[src/rtl/aes_pkg.sv]
// ---------------------------------------------------------------------------
// aes_pkg
// Shared constants, the in-flight tag type and the round-robin pick helper
// used by the AES request scheduler and its arbiter.
// Contents:
//   AES_DW        block/key width
//   AES_CORE_LAT  latency of the shared AES-128 core
//   AES_MAX_REQ   largest supported requester count
//   AES_MAX_IDW   id width that covers AES_MAX_REQ requesters
//   tag_t         {vld, id} carried alongside each block in the core
//   rr_pick       one-hot round-robin grant starting at a pointer
// ---------------------------------------------------------------------------
package aes_pkg;

  localparam int AES_DW       = 128;
  localparam int AES_CORE_LAT = 11;
  localparam int AES_MAX_REQ  = 8;
  localparam int AES_MAX_IDW  = 3;

  // The id field is sized for the largest configuration so the type does not
  // depend on the scheduler's parameters; narrower builds use the low bits.
  typedef struct packed {
    logic                   vld;
    logic [AES_MAX_IDW-1:0] id;
  } tag_t;

  // Scans n requesters starting at ptr with wrap; the first one asserting
  // req wins. Bits at or above n are never granted.
  function automatic logic [AES_MAX_REQ-1:0] rr_pick(
    input logic [AES_MAX_REQ-1:0] req,
    input logic [AES_MAX_IDW-1:0] ptr,
    input int unsigned            n
  );
    logic [AES_MAX_REQ-1:0] grant;
    logic                   found;
    logic [31:0]            idx;
    grant = '0;
    found = 1'b0;
    for (int unsigned k = 0; k < AES_MAX_REQ; k++) begin
      idx = (32'(ptr) + k) % n;
      if ((k < n) && !found && req[idx[2:0]]) begin
        grant[idx[2:0]] = 1'b1;
        found           = 1'b1;
      end
    end
    return grant;
  endfunction

endpackage

[src/rtl/aes_req_scheduler_rr_arbiter.sv]
// ---------------------------------------------------------------------------
// rr_arbiter
// Combinational round-robin grant plus the rotating priority pointer.
// Ports:
//   clk, rst_n   clock, asynchronous active-low reset
//   req          request vector, one bit per requester
//   grant        one-hot grant (all zero while in reset or nothing requested)
//   grant_id     index of the granted requester
//   grant_vld    a grant is given this cycle (a handshake happens at the edge)
// ---------------------------------------------------------------------------
module rr_arbiter
  import aes_pkg::*;
#(
  parameter int NUM_REQ = 4,
  parameter int IDW     = 2
) (
  input  logic               clk,
  input  logic               rst_n,
  input  logic [NUM_REQ-1:0] req,
  output logic [NUM_REQ-1:0] grant,
  output logic [IDW-1:0]     grant_id,
  output logic               grant_vld
);

  logic [IDW-1:0]         ptr;
  logic [AES_MAX_REQ-1:0] req_ext;
  logic [AES_MAX_REQ-1:0] pick;

  // Grants are suppressed during reset so nothing is accepted while the
  // pipeline is being cleared.
  always_comb begin
    req_ext              = '0;
    req_ext[NUM_REQ-1:0] = req;
    pick      = rr_pick(req_ext, AES_MAX_IDW'(ptr), NUM_REQ);
    grant     = rst_n ? pick[NUM_REQ-1:0] : '0;
    grant_vld = rst_n & (|pick);
    grant_id  = '0;
    for (int i = 0; i < NUM_REQ; i++) begin
      if (grant[i]) grant_id = IDW'(i);
    end
  end

  // The winner drops to lowest priority by moving the pointer just past it.
  always_ff @(posedge clk or negedge rst_n) begin
    if (!rst_n) begin
      ptr <= '0;
    end else if (grant_vld) begin
      ptr <= (grant_id == IDW'(NUM_REQ-1)) ? '0 : grant_id + IDW'(1);
    end
  end

endmodule

[src/rtl/aes_req_scheduler.sv]
// ---------------------------------------------------------------------------
// aes_req_scheduler
// Shares one fully pipelined AES-128 core between NUM_REQ requesters. One
// block per cycle is granted round-robin, registered onto the core inputs and
// tagged with its requester id; the tag travels beside the block so the
// ciphertext can be returned with the id that produced it.
// Ports:
//   clk, rst_n             clock, asynchronous active-low reset
//   req_valid/req_ready    per-requester handshake (req_ready is one-hot)
//   req_pt, req_key        packed plaintexts/keys, requester i at [i*DW +: DW]
//   core_p, core_k         registered block/key into the core
//   core_c, core_valid     ciphertext and pipeline-filled flag from the core
//   rsp_valid/id/ct        one-cycle response pulse with id and ciphertext
//   busy                   a tag is in flight or a response is being shown
//   err                    sticky: a result was due while core_valid was low
// ---------------------------------------------------------------------------
module aes_req_scheduler
  import aes_pkg::*;
#(
  parameter int NUM_REQ = 4,
  parameter int LAT     = AES_CORE_LAT,
  parameter int DW      = AES_DW,
  parameter int IDW     = $clog2(NUM_REQ)
) (
  input  logic                  clk,
  input  logic                  rst_n,
  input  logic [NUM_REQ-1:0]    req_valid,
  output logic [NUM_REQ-1:0]    req_ready,
  input  logic [NUM_REQ*DW-1:0] req_pt,
  input  logic [NUM_REQ*DW-1:0] req_key,
  output logic [DW-1:0]         core_p,
  output logic [DW-1:0]         core_k,
  input  logic [DW-1:0]         core_c,
  input  logic                  core_valid,
  output logic                  rsp_valid,
  output logic [IDW-1:0]        rsp_id,
  output logic [DW-1:0]         rsp_ct,
  output logic                  busy,
  output logic                  err
);

  logic [NUM_REQ-1:0] grant;
  logic [IDW-1:0]     grant_id;
  logic               grant_vld;
  logic [DW-1:0]      sel_pt;
  logic [DW-1:0]      sel_key;

  rr_arbiter #(
    .NUM_REQ (NUM_REQ),
    .IDW     (IDW)
  ) u_arb (
    .clk       (clk),
    .rst_n     (rst_n),
    .req       (req_valid),
    .grant     (grant),
    .grant_id  (grant_id),
    .grant_vld (grant_vld)
  );

  assign req_ready = grant;

  // One-hot grant drives a simple AND-OR select of the winning block.
  always_comb begin
    sel_pt  = '0;
    sel_key = '0;
    for (int i = 0; i < NUM_REQ; i++) begin
      if (grant[i]) begin
        sel_pt  = req_pt[i*DW +: DW];
        sel_key = req_key[i*DW +: DW];
      end
    end
  end

  // Core inputs keep their last value when nothing is issued.
  always_ff @(posedge clk or negedge rst_n) begin
    if (!rst_n) begin
      core_p <= '0;
      core_k <= '0;
    end else if (grant_vld) begin
      core_p <= sel_pt;
      core_k <= sel_key;
    end
  end

  // tag_q[0] sits beside the core_p/core_k register; tag_q[1..LAT] follow the
  // block through the core's LAT edges, so tag_q[LAT] is valid exactly while
  // core_c holds that block's ciphertext. The shift never stalls.
  tag_t tag_q [LAT+1];

  always_ff @(posedge clk or negedge rst_n) begin
    if (!rst_n) begin
      for (int s = 0; s <= LAT; s++) tag_q[s] <= '0;
    end else begin
      tag_q[0] <= '{vld: grant_vld, id: AES_MAX_IDW'(grant_id)};
      for (int s = 1; s <= LAT; s++) tag_q[s] <= tag_q[s-1];
    end
  end

  // Capture the core output only when a tag is due; a missing core_valid is
  // flagged but the response still goes out so the requester is not starved.
  always_ff @(posedge clk or negedge rst_n) begin
    if (!rst_n) begin
      rsp_valid <= 1'b0;
      rsp_id    <= '0;
      rsp_ct    <= '0;
      err       <= 1'b0;
    end else begin
      rsp_valid <= tag_q[LAT].vld;
      if (tag_q[LAT].vld) begin
        rsp_id <= tag_q[LAT].id[IDW-1:0];
        rsp_ct <= core_c;
        if (!core_valid) err <= 1'b1;
      end
    end
  end

  always_comb begin
    busy = rsp_valid;
    for (int s = 0; s <= LAT; s++) busy = busy | tag_q[s].vld;
  end

endmodule

[config.mk]
export PLATFORM = sky130hd
export DESIGN_NAME = aes_req_scheduler
export DESIGN_NICKNAME = d
export VERILOG_FILES = /design/src/rtl/aes_pkg.sv /design/src/rtl/aes_req_scheduler_rr_arbiter.sv /design/src/rtl/aes_req_scheduler.sv
export SDC_FILE = /design/constraint.sdc
export NUM_CORES = 1
export LEC_CHECK = 0
export BUFFER_PORTS_ARGS = -buffer_cell sky130_fd_sc_hd__buf_2
export CAP_MARGIN = 15
export CORE_AREA = 2 2 602 604
export DETAILED_ROUTE_END_ITERATION = 6
export DIE_AREA = 0 0 604 606
export PLACE_DENSITY_LB_ADDON = 0.25
export SLEW_MARGIN = 20
export SYNTH_ARGS = -nofsm -noshare
export SYNTH_HDL_FRONTEND = slang
export SYNTH_SLANG_ARGS = --single-unit
[constraint.sdc]
create_clock -name clk -period 10.55 [get_ports clk]
set_input_delay 1.5825 -clock clk [delete_from_list [all_inputs] [get_ports clk]]
set_output_delay 1.5825 -clock clk [all_outputs]
set_load 0.02 [all_outputs]
* Word level (Yosys, flattened, before mapping)
Index checks and enable logic that the tools add are counted.
** Storage, ports and cells
- Input bits :: 1159
- Memories kept :: 0
- Latch bits :: 0
- Flip-flop bits (word level) :: 426
- Memory bits (writable) :: 0
- Bits in read-only memories :: 0
** Cells by class
- Add/sub/neg operators :: 4
- Divide/modulo/power cells :: 0
- $lt $le $gt $ge :: 8
- Bitwise gates (word level) :: 17
- Shifts and indexed selects :: 0
- Muxes and demuxes :: 36
- Equality and inequality tests :: 1
- Reductions and logical operators :: 12
- Multipliers :: 0
** Operators by type and width (count)
- 128-bit two-way mux :: 8
- 8-bit two-way mux :: 3
- 8-bit by 4-bit OR with 8-bit output :: 3
- 2-bit by 4-bit < comparator with 1-bit output (second input constant) :: 4
- 1-bit two-way mux :: 12
- 1-bit OR :: 12
- 1-bit binary-select mux with 2-bit select :: 4
- 1-bit demux with 2-bit select :: 4
- 2-bit by 1-bit greater-or-equal comparator with 1-bit output (second input constant) :: 4
- 4-bit two-way mux :: 2
- 8-bit OR reduction :: 1
- 1-bit logical AND :: 7
- 2-bit two-way mux :: 3
- 2-bit by 1-bit adder with 2-bit output (second input constant) :: 2
- 2-bit adder (second input constant) :: 2
- 1-bit zero test :: 3
- 2-bit equality test (second input constant) :: 1
- 2-bit AND reduction :: 1
- 1-bit AND :: 1
- 1-bit NOT :: 1

* Depth between registers and ports, before layout
- Depth in word-level cells :: 18
- Gate-level depth with buffers :: 13
- Mapped depth without buffers :: 10

* By module
Synthesis repeated with hierarchy kept, for this count alone.
** Unflattened totals
- Cells, all modules :: 2408
- Area total of the unflattened synthesis :: 22774.3 µm²
** Modules (own cells, without submodules)
- aes_req_scheduler :: cells an instance 2342, times used 1, sequential area each 10610.2 µm², area an instance 22193.8 µm²
- rr_arbiter :: cells an instance 66, times used 1, sequential area each 50.0 µm², area an instance 580.6 µm²

* Worst setup path after synthesis
OpenSTA, ideal clock, no wires.
- Kind :: input port to output port
- Start point :: input port req_valid[0]
- End point :: output port req_ready[1]
- Slack :: 5.506 ns
- Arrival :: 3.461 ns
- Stages :: 8
- Required time :: 8.968 ns
- Path buffers :: 3
- Cells stage by stage :: or3b_1 a2111oi_4 o21ai_1 and3_1 buf_2 clkbuf_1 clkbuf_1 nor2_1
** On the way
- Word-level cells in the longest chain between the ends :: 13
- Elaborated cells on any way between the ends :: 25
- Those cells by class :: mux: 16; bitwise: 3; reduce/logical: 6
** RTL lines
- start, declared :: RTL line aes_req_scheduler.sv:27 : input logic [NUM_REQ-1:0] req_valid,
- 1-bit binary-select mux with 2-bit select :: RTL line aes_pkg.sv:41 : if ((k < n) && !found && req[idx[2:0]]) begin
- 1-bit two-way mux (implied by the code) :: RTL line aes_pkg.sv:41
- 1-bit two-way mux :: RTL line aes_pkg.sv:41
- 1-bit zero test :: RTL line aes_pkg.sv:41
- 1-bit logical AND :: RTL line aes_pkg.sv:41
- 1-bit two-way mux :: RTL line aes_pkg.sv:41
- 1-bit zero test :: RTL line aes_pkg.sv:41
- 1-bit logical AND :: RTL line aes_pkg.sv:41
- 1-bit two-way mux :: RTL line aes_pkg.sv:41
- 1-bit zero test :: RTL line aes_pkg.sv:41
- 1-bit logical AND :: RTL line aes_pkg.sv:41
- 8-bit two-way mux (*) :: RTL line aes_pkg.sv:41
- 4-bit two-way mux (*) :: RTL line aes_req_scheduler_rr_arbiter.sv:35 : grant = rst_n ? pick[NUM_REQ-1:0] : '0;
- end, declared :: RTL line aes_req_scheduler.sv:28 : output logic [NUM_REQ-1:0] req_ready,
Every way passes the cells marked *; elsewhere a longest branch is shown, timed or not. The select of a mux whose other input is x is not followed.

* Final worst setup path
- Start point :: register u_arb.ptr[0]
- End point :: output port req_ready[2]
** On the way
- Word-level cells in the longest chain between the ends :: 13
- Elaborated cells on any way between the ends :: 48
- Those cells by class :: add/sub: 3; order compare: 8; mux: 24; bitwise: 3; reduce/logical: 10
** RTL lines
- start, declared :: RTL line aes_req_scheduler_rr_arbiter.sv:25 : logic [IDW-1:0] ptr;
- start signal, assigned :: RTL line aes_req_scheduler_rr_arbiter.sv:48 : ptr <= (grant_id == IDW'(NUM_REQ-1)) ? '0 : grant_id + IDW'(1);
- branches (longest 11 deep; another with 2-bit by 4-bit < comparator with 1-bit output)
- 8-bit two-way mux (*) :: RTL line aes_pkg.sv:41
- 4-bit two-way mux (*) :: RTL line aes_req_scheduler_rr_arbiter.sv:35
Every way passes the cells marked *. The select of a mux whose other input is x is not followed.

==> results.sh <==
export IMPL_routedWlPerCell_um=32.2
export IMPL_postCtsSetupBuffers=0
export IMPL_grt_max_degree=126
export IMPL_root_buffer="clkbuf_16"
export IMPL_cp_max_fo=102
export IMPL_multi_input_area_um2=11500
export IMPL_sequentialPowerShare=0.225
export IMPL_crit_chain="inv_1 -> ha_1 -> mux4_2 -> inv_1 -> nand3_1 -> a41oi_4 -> buf_12 -> buf_2"
export IMPL_worst_path_buf_inv=4
export IMPL_startpoint="u_arb.ptr[0]$_DFFE_PN0P_"
export IMPL_synth_top_flop_cell="dfrtp_1"
export IMPL_cp_start_kind="register"
export IMPL_clock_power_share=0.209
export IMPL_grt_first_pass_wirelength_um=338000
export IMPL_finalMaxSlewViolations=0
export IMPL_routed_wirelength_um=273000
export IMPL_required_ns=8.97
export IMPL_internal_power_mw=6.06
export IMPL_start_util=0.0650
export IMPL_outcome="finished, final reports clean"
export IMPL_synth_seq_area_share=0.455
export IMPL_cts_resized=0
export IMPL_clockBufferDepth=4
export IMPL_vias=29200
export IMPL_cp_slowest_cell="mux4_2"
export IMPL_coreArea_um2=360000
export IMPL_clk_pin_slew_ns=0.05
export IMPL_worst_ep_arrival_time_ns=3.82
export IMPL_p_sw_frac=0.515
export IMPL_synth_area_leader_cell="dfrtp_1"
export IMPL_design_die_area_um2=366000
export IMPL_synth_edf_count=0
export IMPL_fin_crit_ns=5.41
export IMPL_synthArstFlopShare=1.00
export IMPL_fin_tns_setup_ns=0
export IMPL_die_h_um=606
export IMPL_drc_errors=0
export IMPL_worstHoldStart="tag_q[5]$_DFF_PN0_"
export IMPL_grt_pass1_vias=28500
export IMPL_crit_family="buffers and inverters"
export IMPL_syn2layout_area_growth_pct=67.1
export IMPL_syn_nets=3342
export IMPL_ctsHoldBuffers=0
export IMPL_drtIter0Drc=2748
export IMPL_nets=4743
export IMPL_fin_util=0.109
export IMPL_p_leak_nw=16.1
export IMPL_die_width_um=604
export IMPL_worst_pin_slew_ns=1.10
export IMPL_regToRegStartpoint="u_arb.ptr[0]$_DFFE_PN0P_"
export IMPL_dr_pass1_iters=5
export IMPL_reg2reg_slack_ns=5.28
export IMPL_setup_viol=0
export IMPL_slowest_delay_ns=0.58
export IMPL_relSlewSlack=0.266
export IMPL_layout_drive_gt1_share=0.576
export IMPL_drtAntennaViolNets=0
export IMPL_gr_usage_all_layers=0.142
export IMPL_io_pins=1552
export IMPL_maxCapViolCount=0
export IMPL_clk_latency_ns=0.77
export IMPL_hp_class="reg2reg"
export IMPL_antenna_found_initial=323
export IMPL_cts_made_buffers=74
export IMPL_irDropWorstVdd_mv=0.198
export IMPL_path_class="reg2out"
export IMPL_final_period_utilization=0.513
export IMPL_synth_top_area_frac=0.455
export IMPL_cts_tree="yes"
export IMPL_ys_types=39
export IMPL_p_sw_mw=6.44
export IMPL_via_per_inst=3.44
export IMPL_totalPowerFinal_mw=12.5
export IMPL_p_comb_frac=0.565
export IMPL_grt_overflow_total=0
export IMPL_skew_ns=0.0369
export IMPL_port_buffers=1551
export IMPL_critPathCaptureType="primary output"
export IMPL_htreeDepth=3
export IMPL_p_per_area_nw_per_um2=319
export IMPL_num_rows=221
export IMPL_gp_congestion=0.915
export IMPL_cp_common_cell="inv_1"
export IMPL_ys_ff_latch=426
export IMPL_rsz0062_at_grt="no"
export IMPL_synth_area_leaders="dfrtp_1 (46%), a211oi_2 (13%), a221o_1 (11%), a31oi_1 (6.8%), mux2_2 (6.3%)"
export IMPL_postSynthCellCount=2177
export IMPL_hold_viol=0
export IMPL_fmax_mhz=185
export IMPL_syn_avg_cell_area_um2=10.8
export IMPL_synth_area_um2=23400
export IMPL_clock_sinks=426
export IMPL_fillerInstances=41800
export IMPL_synth_warnings=0
export IMPL_dpl_hpwl_um=234000
export IMPL_regArea_um2=10700
-- final timing paths --
check / end / depth (start not counted)
setup / recovery: req_ready[2] / 8
hold / removal: tag_q[1]$_DFF_PN0_ / 0
setup reg to reg: core_k[4]$_DFFE_PN0P_ / 11
hold reg to reg: tag_q[1]$_DFF_PN0_ / 0
max in group asynchronous: core_p[8]$_DFFE_PN0P_ / 4
min in group asynchronous: rsp_ct[75]$_DFFE_PN0P_ / 1
-- layer usage --
layer | vias up | GRT usage | wire (um)
met1 | 14700 | 0.171 | 109000
met2 | 2010 | 0.234 | 126000
met3 | 752 | 0.0573 | 27600
met5 | - | 0 | 963
li1 | 11500 | - | -
met4 | 144 | 0.0374 | 10200
-- synthesized netlist by cell type, types with 8 or more instances --
library cell  instances
a221o_1             257
mux2_2              131
a211oi_1             16
a211oi_2            240
dfrtp_1             426
clkbuf_1            212
nand3_1             259
buf_2                14
buf_6                27
a31oi_1             256
buf_1                18
nor2_1              259
nand2_1               8
-- power groups by stage --
stage	logic [mW]	registers (mW)	clock network, mW
floorplan	3.55	3.38	0
global placement	7.07	2.84	0
detailed placement	7.11	2.84	0
CTS	7.13	2.82	2.74
global route	7.46	2.90	2.80
finish	7.06	2.82	2.62
-- layout by cell type (no fill, tap or decap), types with 4 or more instances in the layout --
cell,count
nand2_1,7
diode_2,56
nand3b_1,4
inv_6,4
buf_12,14
dfrtp_1,425
a31oi_1,256
a211oi_1,16
mux2_2,131
clkbuf_8,12
nor2b_1,4
bufinv_16,10
nand3_1,258
a221o_1,257
ha_1,6
a211oi_2,240
inv_1,6
clkbuf_16,74
buf_4,31
buf_2,1550
clkinv_2,4
nor2_1,258
clkbuf_1,16
-- registers in the layout, summed over array words and instances, names as in the netlist --
name       flops
core_p       128
u_arb.ptr      2
tag_q         36
err            1
core_k       128
rsp_id         2
rsp_valid      1
rsp_ct       128
-- metrics by stage --
| stage | cells | cell area, um^2 | setup WS [ns] | hold WS (ns) |
|---|---|---|---|---|
| 2_1_floorplan | 2177 | 23400 | 5.51 | 0.331 |
| 3_5_place_dp | 8296 | 36500 | 4.66 | 0.340 |
| 6_report | 8476 | 39100 | 5.14 | 0.347 |
| 3_3_place_gp | 8296 | 36500 | 4.65 | 0.341 |
| 4_1_cts | 8420 | 39000 | 5.00 | 0.351 |
| 5_1_grt | 8445 | 39100 | 4.83 | 0.361 |
-- cells by family (layout without fill, tap and decap cells) --
kind of cell | count (synthesis) | count (layout) | share of synthesized area
AOI/OAI and AO/OA | 785 | 785 | 0.317
and+or+nand+nor | 548 | 548 | 0.104
DFF | 426 | 426 | 0.455
buffers and inverters | 278 | 1727 | 0.0539
muxes | 134 | 134 | 0.0659
adders and majority gates | 6 | 6 | 0.00320
other | 0 | 56 | 0
-- cell type report --
cell class / instances / area share
antenna: 56 / 0.00358
clock buffer: 102 / 0.0531
clock inverter: 22 / 0.0101
inverter: 7 / 0.000671
multi-input combinational: 1473 / 0.295
sequential: 426 / 0.272
tap: 4794 / 0.153
timing repair buffer: 1596 / 0.212
(Power assumes the default switching activity.)
